**src/rtl/instr_issuer.sv**
```systemverilog
// Instruction front end: packs a 4-bit nibble stream into 12-bit PE words and checks each
// word's operand slots against the write slot. Legal words are queued in a FIFO for issue.
module instr_issuer #(
    parameter int DEPTH     = 8,
    parameter int NUM_SLOTS = 8
) (
    input  logic                          clock,
    input  logic                          reset,
    input  logic [3:0]                    nib_in,
    input  logic                          nib_valid,
    output logic                          nib_ready,
    input  logic                          abort,
    output logic [11:0]                   instr_out,
    output logic                          instr_valid,
    input  logic                          instr_ready,
    output logic [$clog2(NUM_SLOTS)-1:0]  slot,
    output logic                          prog_done,
    output logic [$clog2(DEPTH):0]        count,
    output logic                          fault,
    output logic [$clog2(NUM_SLOTS)-1:0]  fault_slot
);

    localparam int SLOT_W = $clog2(NUM_SLOTS);
    localparam int PTR_W  = $clog2(DEPTH);
    localparam int CNT_W  = PTR_W + 1;
    localparam int CMP_W  = (SLOT_W > 3) ? SLOT_W : 3;
    localparam logic [CNT_W-1:0]  FULL_CNT  = CNT_W'(DEPTH);
    localparam logic [SLOT_W-1:0] LAST_SLOT = SLOT_W'(NUM_SLOTS - 1);

    typedef enum logic {RUN, FAULT} state_t;

    state_t              state, state_next;
    logic [1:0]          nib_cnt;
    logic [7:0]          part;
    logic [11:0]         mem [DEPTH];
    logic [PTR_W-1:0]    wptr, rptr;
    logic [CNT_W-1:0]    cnt;
    logic [SLOT_W-1:0]   wslot, rslot, fault_slot_q;
    logic                prog_done_q;
    logic                full, empty, accept, push, reject, pop;
    logic [11:0]         word;

    // A PE operand may only reference a slot already written earlier in the program.
    function automatic logic operand_ok(input logic use_imm, input logic [3:0] op,
                                        input logic [SLOT_W-1:0] ws);
        logic [CMP_W-1:0] idx;
        logic [CMP_W-1:0] lim;
        idx = CMP_W'(op[2:0]);
        lim = CMP_W'(ws);
        return use_imm | (!op[3] && (idx < lim));
    endfunction

    function automatic logic word_ok(input logic [11:0] w, input logic [SLOT_W-1:0] ws);
        return operand_ok(w[3], w[11:8], ws) & operand_ok(w[2], w[7:4], ws);
    endfunction

    assign full   = (cnt == FULL_CNT);
    assign empty  = (cnt == '0);
    assign word   = {part, nib_in};
    assign accept = nib_valid & nib_ready;
    assign pop    = instr_valid & instr_ready;

    always_comb begin
        state_next = state;
        nib_ready  = 1'b0;
        fault      = 1'b0;
        push       = 1'b0;
        reject     = 1'b0;
        case (state)
            RUN: begin
                nib_ready = (nib_cnt != 2'd2) | !full;
                if (nib_valid && nib_ready && (nib_cnt == 2'd2) && !abort) begin
                    if (word_ok(word, wslot)) begin
                        push = 1'b1;
                    end else begin
                        reject     = 1'b1;
                        state_next = FAULT;
                    end
                end
            end
            FAULT: begin
                fault = 1'b1;
                if (abort) state_next = RUN;
            end
            default: state_next = RUN;
        endcase
    end

    always_ff @(posedge clock or posedge reset) begin
        if (reset) state <= RUN;
        else       state <= state_next;
    end

    // Control state: reset and abort both return everything to the empty, slot-0 condition.
    always_ff @(posedge clock or posedge reset) begin
        if (reset) begin
            nib_cnt      <= '0;
            wptr         <= '0;
            rptr         <= '0;
            cnt          <= '0;
            wslot        <= '0;
            rslot        <= '0;
            fault_slot_q <= '0;
            prog_done_q  <= 1'b0;
        end else if (abort) begin
            nib_cnt      <= '0;
            wptr         <= '0;
            rptr         <= '0;
            cnt          <= '0;
            wslot        <= '0;
            rslot        <= '0;
            fault_slot_q <= '0;
            prog_done_q  <= 1'b0;
        end else begin
            if (accept) nib_cnt <= (nib_cnt == 2'd2) ? 2'd0 : nib_cnt + 2'd1;
            if (push) begin
                wptr  <= wptr + PTR_W'(1);
                wslot <= (wslot == LAST_SLOT) ? '0 : wslot + SLOT_W'(1);
            end
            if (pop) begin
                rptr  <= rptr + PTR_W'(1);
                rslot <= (rslot == LAST_SLOT) ? '0 : rslot + SLOT_W'(1);
            end
            if (push && !pop)      cnt <= cnt + CNT_W'(1);
            else if (pop && !push) cnt <= cnt - CNT_W'(1);
            if (reject) fault_slot_q <= wslot;
            prog_done_q <= pop && (rslot == LAST_SLOT);
        end
    end

    // Datapath storage needs no reset: nib_cnt and the FIFO count gate its visibility.
    always_ff @(posedge clock) begin
        if (accept && nib_cnt == 2'd0) part[7:4] <= nib_in;
        if (accept && nib_cnt == 2'd1) part[3:0] <= nib_in;
        if (push) mem[wptr] <= word;
    end

    assign instr_valid = !empty;
    assign instr_out   = empty ? 12'h000 : mem[rptr];
    assign slot        = rslot;
    assign prog_done   = prog_done_q;
    assign count       = cnt;
    assign fault_slot  = fault_slot_q;

endmodule

```
**config.mk**
```make
export PLATFORM = sky130hd
export DESIGN_NAME = instr_issuer
export DESIGN_NICKNAME = d
export VERILOG_FILES = /design/src/rtl/instr_issuer.sv
export SDC_FILE = /design/constraint.sdc
export NUM_CORES = 1
export LEC_CHECK = 0
export CAP_MARGIN = 20
export CORE_ASPECT_RATIO = 1.5
export CORE_MARGIN = 2
export CORE_UTILIZATION = 58
export DETAILED_ROUTE_END_ITERATION = 10
export GPL_TIMING_DRIVEN = 1
export PLACE_DENSITY = 0.83
export SLEW_MARGIN = 20
export SYNTH_ARGS = -nofsm -noshare
export SYNTH_HDL_FRONTEND = slang
export SYNTH_SLANG_ARGS = --single-unit
```
**constraint.sdc**
```tcl
create_clock -name clock -period 4.59 [get_ports clock]
set_clock_uncertainty 0.15 [all_clocks]
set_input_delay 1.377 -clock clock [delete_from_list [all_inputs] [get_ports clock]]
set_output_delay 1.377 -clock clock [all_outputs]
set_load 0.01 [all_outputs]
```
== Yosys cells after proc, flatten, opt, wreduce, memory -nomap -nowiden ==
Memories as Yosys holds them, arrays and structs flattened.
Index checks and enable logic that the tools add are counted.
Cells by class
  add/subtract/negate cells: 7
  multiply operators: 0
  divide/modulo/power cells: 0
  $lt $le $gt $ge: 2
  equality and inequality tests: 6
  shifts and indexed selects: 0
  mux-type cells: 32
  bitwise gates (word level): 7
  reductions and logical operators: 24
Operators by type and width (count)
  3-bit 2-to-1 mux: 12
  3-bit by 1-bit adder with 3-bit output, second input constant: 4
  1-bit 2-to-1 mux: 12
  12-bit 2-to-1 mux: 1
  4-bit 2-to-1 mux: 3
  1-bit logical AND: 10
  2-bit nonzero test: 4
  1-bit logical NOT: 7
  3-bit == test, second input constant: 2
  3-bit less-than comparator: 2
  2-bit 2-to-1 mux: 3
  4-bit by 1-bit adder with 4-bit output, second input constant: 1
  4-bit == test, second input constant: 1
  4-bit logical NOT: 1
  4-bit by 1-bit subtractor with 4-bit output, second input constant: 1
  1-bit bitwise AND: 3
  1-bit OR: 3
  3-bit nonzero test: 1
  2-bit by 1-bit adder with 2-bit output, second input constant: 1
  2-bit by 1-bit == test with 1-bit output, second input constant: 1
  2-bit == test, second input constant: 1
  2-bit logical NOT: 1
  2-bit != test, second input constant: 1
  1-bit one-hot mux with 2 select lines: 1
  1-bit inverter: 1
Storage, ports and cells
  flip-flop bits (word level): 31
  latch bits: 0
  bits in writable memories: 96
  memory bits (read-only): 0
  bits of input ports: 9
  memories kept: 1
Memory list
  mem: depth 8, bits a word 12, read ports 1, clocked after Yosys merged registers in 0, write ports 1, line 35  | logic [11:0] mem [DEPTH];

== Longest topological paths before layout ==
Gate-level depths: netlist (run 1).
  word-level depth: 13
  mapped depth: 11
  gate-level depth less buffers: 11

== Worst setup path before layout (run 1) ==
OpenSTA, ideal clock, no wires.
  path type: input to register
  start: in abort
  end: mem mem[5][0] (enable)
  library setup time: 399 ps
  arrival time: 3254 ps
  data required time: 4041 ps
  setup slack: 787 ps
  cell stages on the path: 6
  path buffers: 1
  cells stage by stage: buf_2 > nor3_1 > nand3_1 > nor2_4 > nand2_1 > nor3b_1
On the way
  longest elaborated chain between the ends: 6
Ends and longest elaborated chain
  from (decl): line 12  | input logic abort,
  1-bit logical NOT: line 72  | if (nib_valid && nib_ready && (nib_cnt == 2'd2) && !abort) begin
  1-bit logical AND: line 72
  1-bit 2-to-1 mux: line 72
  1-bit 2-to-1 mux: line 69  | case (state)
  1-bit 2-to-1 mux: line 135  | if (push) mem[wptr] <= word;
  1-bit 2-to-1 mux (not written as such): line 135
  to (decl): line 35
No other way between the ends.

== Worst setup path after layout (run 1) ==
  start: reg rptr[0]
  end: out instr_out[3]
On the way
  longest elaborated chain between the ends: 2
Ends and longest elaborated chain
  from (decl): line 36  | logic [PTR_W-1:0] wptr, rptr;
  from (signal assigned): line 121  | rptr <= rptr + PTR_W'(1);
  memory read 8 x 12 bit
  12-bit 2-to-1 mux: line 139  | assign instr_out = empty ? 12'h000 : mem[rptr];
  to (decl): line 13  | output logic [11:0] instr_out,
No other way between the ends.

==> results.toml, run 1 <==
[route]
dr.first_iter.drc_count = 198
wl_per_cell_um = 21.2
vias = 2903
drt_pass1_iterations = 5
antenna_left = 0
post_drt_via_cell_ratio = 5.97
totalWireLength_um = 10300
remaining_drc_errors = 0

[sta]
timing_max_transition_violations_final = 0
final.setup.tns_ns = 0
final_min_period_over_clock_period_pct = 91.3
period_needed_ns = 4.19
max_freq_ghz = 0.239
timing.max_slew.rel_slack_pct = 39.2
unrepaired_setup_endpoints_after_global_routing = "false"
final_number_of_hold_violating_endpoints = 0
timing.final.setup_violations = 0
tightestPinTransition_ns = 0.912

[layout]
layout.filler_cells = 514
finish.utilization_pct = 72.8
area_delta_synth_final_pct = 21.4
nets = 385
drive_gt1_share_pct = 22.9
number_of_antenna_diodes = 0

[flow_run]
cap_viol_max_count = 0

[clocking]
ctsHtreeMaxLevel = 4
clock_latency_ns = 0.40
tritoncts = "done"
cts_repair_resize_count = 0
post_cts_buffers = 0
cts.clk_slew.worst_paths_ns = 0.05
cts.path.max_buffers = 2
cts_made_buffers = 17
clock_root_buffer = "sky130_fd_sc_hd__clkbuf_16"
cts_sinks = 127
ctsHoldBuffers = 0

[pwr]
powerDensity_nw_per_um2 = 523
ir_drop_mv = 0.407
power_leakage_nw = 2.27

[yosys]
async_reset_ff_share_pct = 18.1
postSynthNetCount = 332
synth-edff-count = 104
synth.lib_cells_used.distinct = 47
synth-seq-cells = 127
synth-warning-count = 0
gate_count_post_synth = 310
post_synth.cell_area_avg_um2 = 17.2
synth_top_area_cell = "sky130_fd_sc_hd__edfxtp_1"
synth-seq-area-share_pct = 69.4
synth_top_area_share_pct = 58.6
syn-cell-area_um2 = 5330
synth.area.top_cells = "sky130_fd_sc_hd__edfxtp_1 (59%), sky130_fd_sc_hd__dfrtp_1 (11%), sky130_fd_sc_hd__mux4_2 (10%)"
synthFlopType = "sky130_fd_sc_hd__edfxtp_1"

[setup_path]
cell_chain_of_the_critical_path = "buf_12 -> mux4_2 -> mux2i_1 -> nor2_1 -> clkdlybuf4s50_1"
critical_path_arrival_ns = 2.66
crit_path_max_fanout = 19
critical_path.startpoint_type = "flop"
cp_slowest_stage_delay_ns = 0.66
worst_path_required_ns = 3.06
critPathKind = "reg2out"
reg2reg_depth = 10
endpoint_kind = "output pin"
critical-path-slowest-cell = "sky130_fd_sc_hd__dfrtp_1"

[worst_hold_path]
timing.hold.worst_path_depth = 2
hold_path_class = "reg2reg"

[run_status]
status = "complete, no violations"

[grt]
grt_remaining_overflow = 0
grt_util_all_layers_pct = 23.5
first_global_vias = 2969
pin_count_of_the_biggest_net_entering_global_routing = 24
grt_first_pass_wirelength_um = 16000
antenna_found_initial = 0

[floorplan]
die_h_um = 121
core_area_um2 = 8880
design.die.area_um2 = 9990
rows = 42
floorplan.initialDensity_pct = 60.0
num_io_pins = 35
die_w_um = 82.3

[placement]
half_perimeter_wire_length_of_the_detailed_placement_result_um = 6530
gp_congestion = 0.839
place.port_buffers = 34
[area by class of cell]
class / instances / area (um2) / share of cell area (%)
inverter: 9 / 38.8 / 0.600
clock inverter: 6 / 105 / 1.62
sequential: 127 / 3700 / 57.2
tap: 110 / 138 / 2.13
multi-input combinational: 161 / 1550 / 23.9
clock buffer: 26 / 489 / 7.56
timing repair buffer: 47 / 450 / 6.96
[final timing paths]
kind,start,endpoint,slack (ns)
setup / recovery,rptr[0],instr_out[3],0.40
hold / removal,wslot[2],fault_slot[2],0.38
setup reg to reg,part[2],count[3],1.25
hold reg to reg,wslot[2],fault_slot[2],0.38
max in group asynchronous,reset,wslot[0],2.42
min in group asynchronous,reset,wptr[2],1.31
[kinds of logic (layout without fill, tap and decap cells)]
family	count (synthesis)	count (layout)	synth area share [%]
XOR/XNOR	4	4	0.658
AND/OR/NAND/NOR	73	73	7.63
flip-flops	127	127	69.4
buffers and inverters	22	88	1.81
adder cells (fa/ha/maj)	13	13	3.19
multiplexers	38	38	13.1
AO/OA/AOI/OAI	33	33	4.20
[routing by layer]
metal | track usage (%) | part of all wire (%) | vias to the layer above
met5 | 0 | 0 | -
met4 | 11.1 | 2.9 | 0
met3 | 8.33 | 5.1 | 26
met2 | 38.5 | 54 | 106
met1 | 27.0 | 38 | 1458
li1 | - | - | 1313
[through the flow]
stage | hold WS, ns | instance area [um2] | instances | total power [mW] | worst slack (ns)
floorplan | 0.325 | 5330 | 310 | 1.78 | 0.787
global placement | 0.363 | 5870 | 454 | 2.06 | 0.520
detailed placement | 0.375 | 5870 | 454 | 2.08 | 0.456
CTS | 0.385 | 6470 | 486 | 3.41 | 0.366
global route | 0.419 | 6470 | 486 | 3.52 | 0.275
finish | 0.384 | 6470 | 486 | 3.39 | 0.401
[power breakdown]
group / switching, mW / total (mW) / internal [mW]
clock network: 0.437 / 1.33 / 0.894
registers: 0.0626 / 1.34 / 1.28
logic: 0.334 / 0.713 / 0.379
total: 0.833 / 3.39 / 2.55
[synth_stat cells, types with 2 or more instances]
cell and number:
sky130_fd_sc_hd__nor2_1 25, sky130_fd_sc_hd__buf_2 4, sky130_fd_sc_hd__a211o_1 2, sky130_fd_sc_hd__nand3_1 4
sky130_fd_sc_hd__nor2b_1 2, sky130_fd_sc_hd__o21ai_1 2, sky130_fd_sc_hd__edfxtp_1 104, sky130_fd_sc_hd__nor3_1 5
sky130_fd_sc_hd__and3_1 2, sky130_fd_sc_hd__a21oi_1 10, sky130_fd_sc_hd__nor3b_2 2, sky130_fd_sc_hd__inv_1 7
sky130_fd_sc_hd__clkbuf_1 6, sky130_fd_sc_hd__ha_1 12, sky130_fd_sc_hd__o21ai_0 8, sky130_fd_sc_hd__xor2_1 2
sky130_fd_sc_hd__mux2i_1 12, sky130_fd_sc_hd__a31oi_2 2, sky130_fd_sc_hd__dfrtp_1 23, sky130_fd_sc_hd__o31ai_1 2
sky130_fd_sc_hd__buf_1 2, sky130_fd_sc_hd__a21o_1 2, sky130_fd_sc_hd__nand2_1 20, sky130_fd_sc_hd__xnor2_1 2
sky130_fd_sc_hd__mux4_2 24, sky130_fd_sc_hd__nand2b_1 2, sky130_fd_sc_hd__nor3b_1 2
[layout by cell type, fill, tap and decap left out, types with 2 or more instances in the layout]
master | netlist | final
sky130_fd_sc_hd__edfxtp_1 | 104 | 104
sky130_fd_sc_hd__clkdlybuf4s50_1 | 0 | 34
sky130_fd_sc_hd__nor2_1 | 25 | 25
sky130_fd_sc_hd__mux4_2 | 24 | 24
sky130_fd_sc_hd__dfrtp_1 | 23 | 23
sky130_fd_sc_hd__nand2_1 | 20 | 20
sky130_fd_sc_hd__clkbuf_16 | 0 | 17
sky130_fd_sc_hd__mux2i_1 | 12 | 12
sky130_fd_sc_hd__ha_1 | 12 | 12
sky130_fd_sc_hd__buf_4 | 1 | 12
sky130_fd_sc_hd__a21oi_1 | 10 | 10
sky130_fd_sc_hd__o21ai_0 | 8 | 8
sky130_fd_sc_hd__inv_1 | 7 | 7
sky130_fd_sc_hd__clkbuf_1 | 6 | 6
sky130_fd_sc_hd__nor3_1 | 5 | 4
sky130_fd_sc_hd__nand3_1 | 4 | 4
sky130_fd_sc_hd__nor3b_2 | 2 | 4
sky130_fd_sc_hd__bufinv_16 | 0 | 3
sky130_fd_sc_hd__clkbuf_8 | 0 | 3
sky130_fd_sc_hd__clkinv_2 | 0 | 3
sky130_fd_sc_hd__nand2b_1 | 2 | 2
sky130_fd_sc_hd__a211o_1 | 2 | 2
sky130_fd_sc_hd__a31oi_2 | 2 | 2
sky130_fd_sc_hd__nor2b_1 | 2 | 2
sky130_fd_sc_hd__xnor2_1 | 2 | 2
sky130_fd_sc_hd__o21ai_1 | 2 | 2
sky130_fd_sc_hd__o31ai_1 | 2 | 2
sky130_fd_sc_hd__nor3_2 | 1 | 2
sky130_fd_sc_hd__and3_1 | 2 | 2
sky130_fd_sc_hd__a21o_1 | 2 | 2
sky130_fd_sc_hd__xor2_1 | 2 | 2
[worst max-delay path, delay by kind of cell, from the launching register on]
kind,cells,cell delay (ns)
and+or+nand+nor,1,0.07
DFF,1,0.66
muxes,2,0.73
buffers and inverters,2,0.76
[flip-flops by register name (all words and copies together) (netlist names)]
signal,flops
mem,96
part,8
count,4
fault_slot,3
rptr,3
slot,3
wptr,3
wslot,3
nib_cnt,2
prog_done,1
state,1
Note: power is estimated with default switching activity, not from simulation.
==> inputs of run 2 (changes only) <==
--- a/config.mk
+++ b/config.mk
@@ -12,6 +12,7 @@
 export DETAILED_ROUTE_END_ITERATION = 10
 export GPL_TIMING_DRIVEN = 1
 export PLACE_DENSITY = 0.83
+export RECOVER_POWER = 100
 export SLEW_MARGIN = 20
 export SYNTH_ARGS = -nofsm -noshare
 export SYNTH_HDL_FRONTEND = slang
==> results.toml, run 2 (synthesis gave the netlist of run 1 again) <==
[run_status]
status = "complete, no violations"

[floorplan]
floorplan.initialDensity_pct = 60.0
num_io_pins = 35
core_area_um2 = 8880
design.die.area_um2 = 9990
die_h_um = 121
die_w_um = 82.3
rows = 42

[clocking]
cts_repair_resize_count = 0
cts.path.max_buffers = 2
clock_root_buffer = "sky130_fd_sc_hd__clkbuf_16"
clock_latency_ns = 0.41
post_cts_buffers = 0
cts_sinks = 127
cts.clk_slew.worst_paths_ns = 0.05
ctsHtreeMaxLevel = 4
cts_made_buffers = 17
tritoncts = "done"
ctsHoldBuffers = 0

[setup_path]
worst_path_required_ns = 3.06
cp_slowest_stage_delay_ns = 0.66
critical_path_arrival_ns = 2.74
reg2reg_depth = 8
critPathBufInv = 2
r2r_setup_slack_ns = 0.85
critical-path-slowest-cell = "sky130_fd_sc_hd__dfrtp_1"
cp_top_family = "buffers and inverters"
endpoint_kind = "output pin"
critical_path.reg2reg.endpoint = "mem[5][5]"
cell_chain_of_the_critical_path = "buf_12 -> mux4_2 -> mux2i_1 -> nor2_1 -> dlygate4sd3_1"
r2r_start = "part[2]"
critPathKind = "reg2out"
crit_path_max_fanout = 19
critical_path.startpoint_type = "flop"
critical_path_depth = 5

[route]
post_drt_via_cell_ratio = 5.94
remaining_drc_errors = 0
dr.first_iter.drc_count = 236
totalWireLength_um = 10300
vias = 2887
antenna_left = 0
wl_per_cell_um = 21.1
drt_pass1_iterations = 5

[grt]
pin_count_of_the_biggest_net_entering_global_routing = 24
grt_first_pass_wirelength_um = 16000
first_global_vias = 2969
antenna_found_initial = 0
grt_util_all_layers_pct = 23.5
grt_remaining_overflow = 0

[layout]
area_delta_synth_final_pct = 19.4
finish.utilization_pct = 71.7
nets = 385
largest_register_ffs = 96
layout.cells.most_common = "sky130_fd_sc_hd__edfxtp_1"
finalNonFillerCells = 486
mostFrequentLayoutCells = "sky130_fd_sc_hd__edfxtp_1 (104), sky130_fd_sc_hd__dlygate4sd3_1 (30), sky130_fd_sc_hd__nor2_1 (26), sky130_fd_sc_hd__mux4_2 (24), sky130_fd_sc_hd__dfrtp_1 (23)"
registers.top_by_ff_count = "mem"
number_of_antenna_diodes = 0
drive_gt1_share_pct = 17.8

[placement]
post-place-cells = 454
half_perimeter_wire_length_of_the_detailed_placement_result_um = 6530
place.port_buffers = 34
gp_congestion = 0.839

[sta]
tightestPinTransition_ns = 0.982
final_number_of_hold_violating_endpoints = 0
timing.final.setup_violations = 0
timing.max_slew.rel_slack_pct = 34.5
unrepaired_setup_endpoints_after_global_routing = "false"
final_min_period_over_clock_period_pct = 93.0
hold-worst-slack_ns = 0.384
period_needed_ns = 4.27
timing_max_transition_violations_final = 0
final.setup.tns_ns = 0
max_freq_ghz = 0.234

[worst_hold_path]
timing.hold.worst_path_depth = 2
holdCritStartpoint = "wslot[2]"
hold_path_class = "reg2reg"
worst_hold_path.endpoint = "fault_slot[2]"

[pwr]
post-layout-total-power_mw = 3.34
power.share.combinational_pct = 20.0
ir_drop_mv = 0.372
power_leakage_nw = 2.27
share_of_total_power_consumed_by_net_switching_pct = 24.6
switchingPower_uw = 822
powerDensity_nw_per_um2 = 524
clock_power_share_pct = 39.9
p_int_mw = 2.52
power.sequential.fraction_pct = 40.2

[flow_run]
cap_viol_max_count = 0
run 2: cell count changes in the layout (fill, tap and decap cells not counted), sizes merged:
| cell | previous run | this run |
|---|---|---|
| clkbuf | 26 | 36 |
| buf | 13 | 3 |
| clkinvlp | 0 | 1 |
| clkdlybuf4s50 | 34 | 4 |
| dlygate4sd3 | 0 | 30 |
| clkinv | 4 | 3 |
run 2: power groups by stage:
stage / clock network, mW / logic [mW] / registers [mW]
after floorplan: 0 / 0.432 / 1.35
after global placement: 0 / 0.696 / 1.36
after detailed placement: 0 / 0.715 / 1.36
after CTS: 1.35 / 0.722 / 1.34
after global routing: 1.40 / 0.724 / 1.35
final: 1.33 / 0.666 / 1.34
run 2: worst reg2reg max path, cell delays in order, from the launching register on:
cell	delay, ns
sky130_fd_sc_hd__edfxtp_1	0.53
sky130_fd_sc_hd__ha_1	0.38
sky130_fd_sc_hd__a211o_1	0.27
sky130_fd_sc_hd__a31oi_2	0.21
sky130_fd_sc_hd__o22ai_2	0.13
sky130_fd_sc_hd__nor2_1	0.52
sky130_fd_sc_hd__nand2_1	0.23
sky130_fd_sc_hd__nor3b_1	0.23
sky130_fd_sc_hd__clkbuf_1	0.69
run 2: through the flow:
stage / setup slack [ns] / instance area [um2]
3_3_place_gp: 0.520 / 5870
6_report: 0.324 / 6360
2_1_floorplan: 0.787 / 5330
5_1_grt: 0.167 / 6360
4_1_cts: 0.366 / 6470
3_5_place_dp: 0.456 / 5870
run 2: how the worst max path moves through the flow:
stage | from | to | slack (ns)
after floorplan | abort | mem[5][0] | 0.79
after global placement | nib_valid | count[3] | 0.52
after detailed placement | nib_valid | count[3] | 0.46
after CTS | rptr[0] | instr_out[3] | 0.37
after global routing | rptr[0] | instr_out[1] | 0.17
final | rptr[0] | instr_out[8] | 0.32
run 2: area by class of cell:
class | count | area (um2)
Multi-Input combinational cell | 161 | 1490
Timing Repair Buffer | 47 | 414
Clock inverter | 6 | 105
Sequential cell | 127 | 3700
Inverter | 9 | 35.0
Tap cell | 110 | 138
Clock buffer | 26 | 489
Fill cell | 539 | 2520
run 2: routing by layer:
| layer | vias up | GRT usage (%) | share of wire (%) |
|---|---|---|---|
| met2 | 129 | 38.5 | 54 |
| met4 | 0 | 11.1 | 2.7 |
| met5 | - | 0 | 0 |
| li1 | 1310 | - | - |
| met3 | 24 | 8.33 | 6.3 |
| met1 | 1424 | 27.0 | 37 |
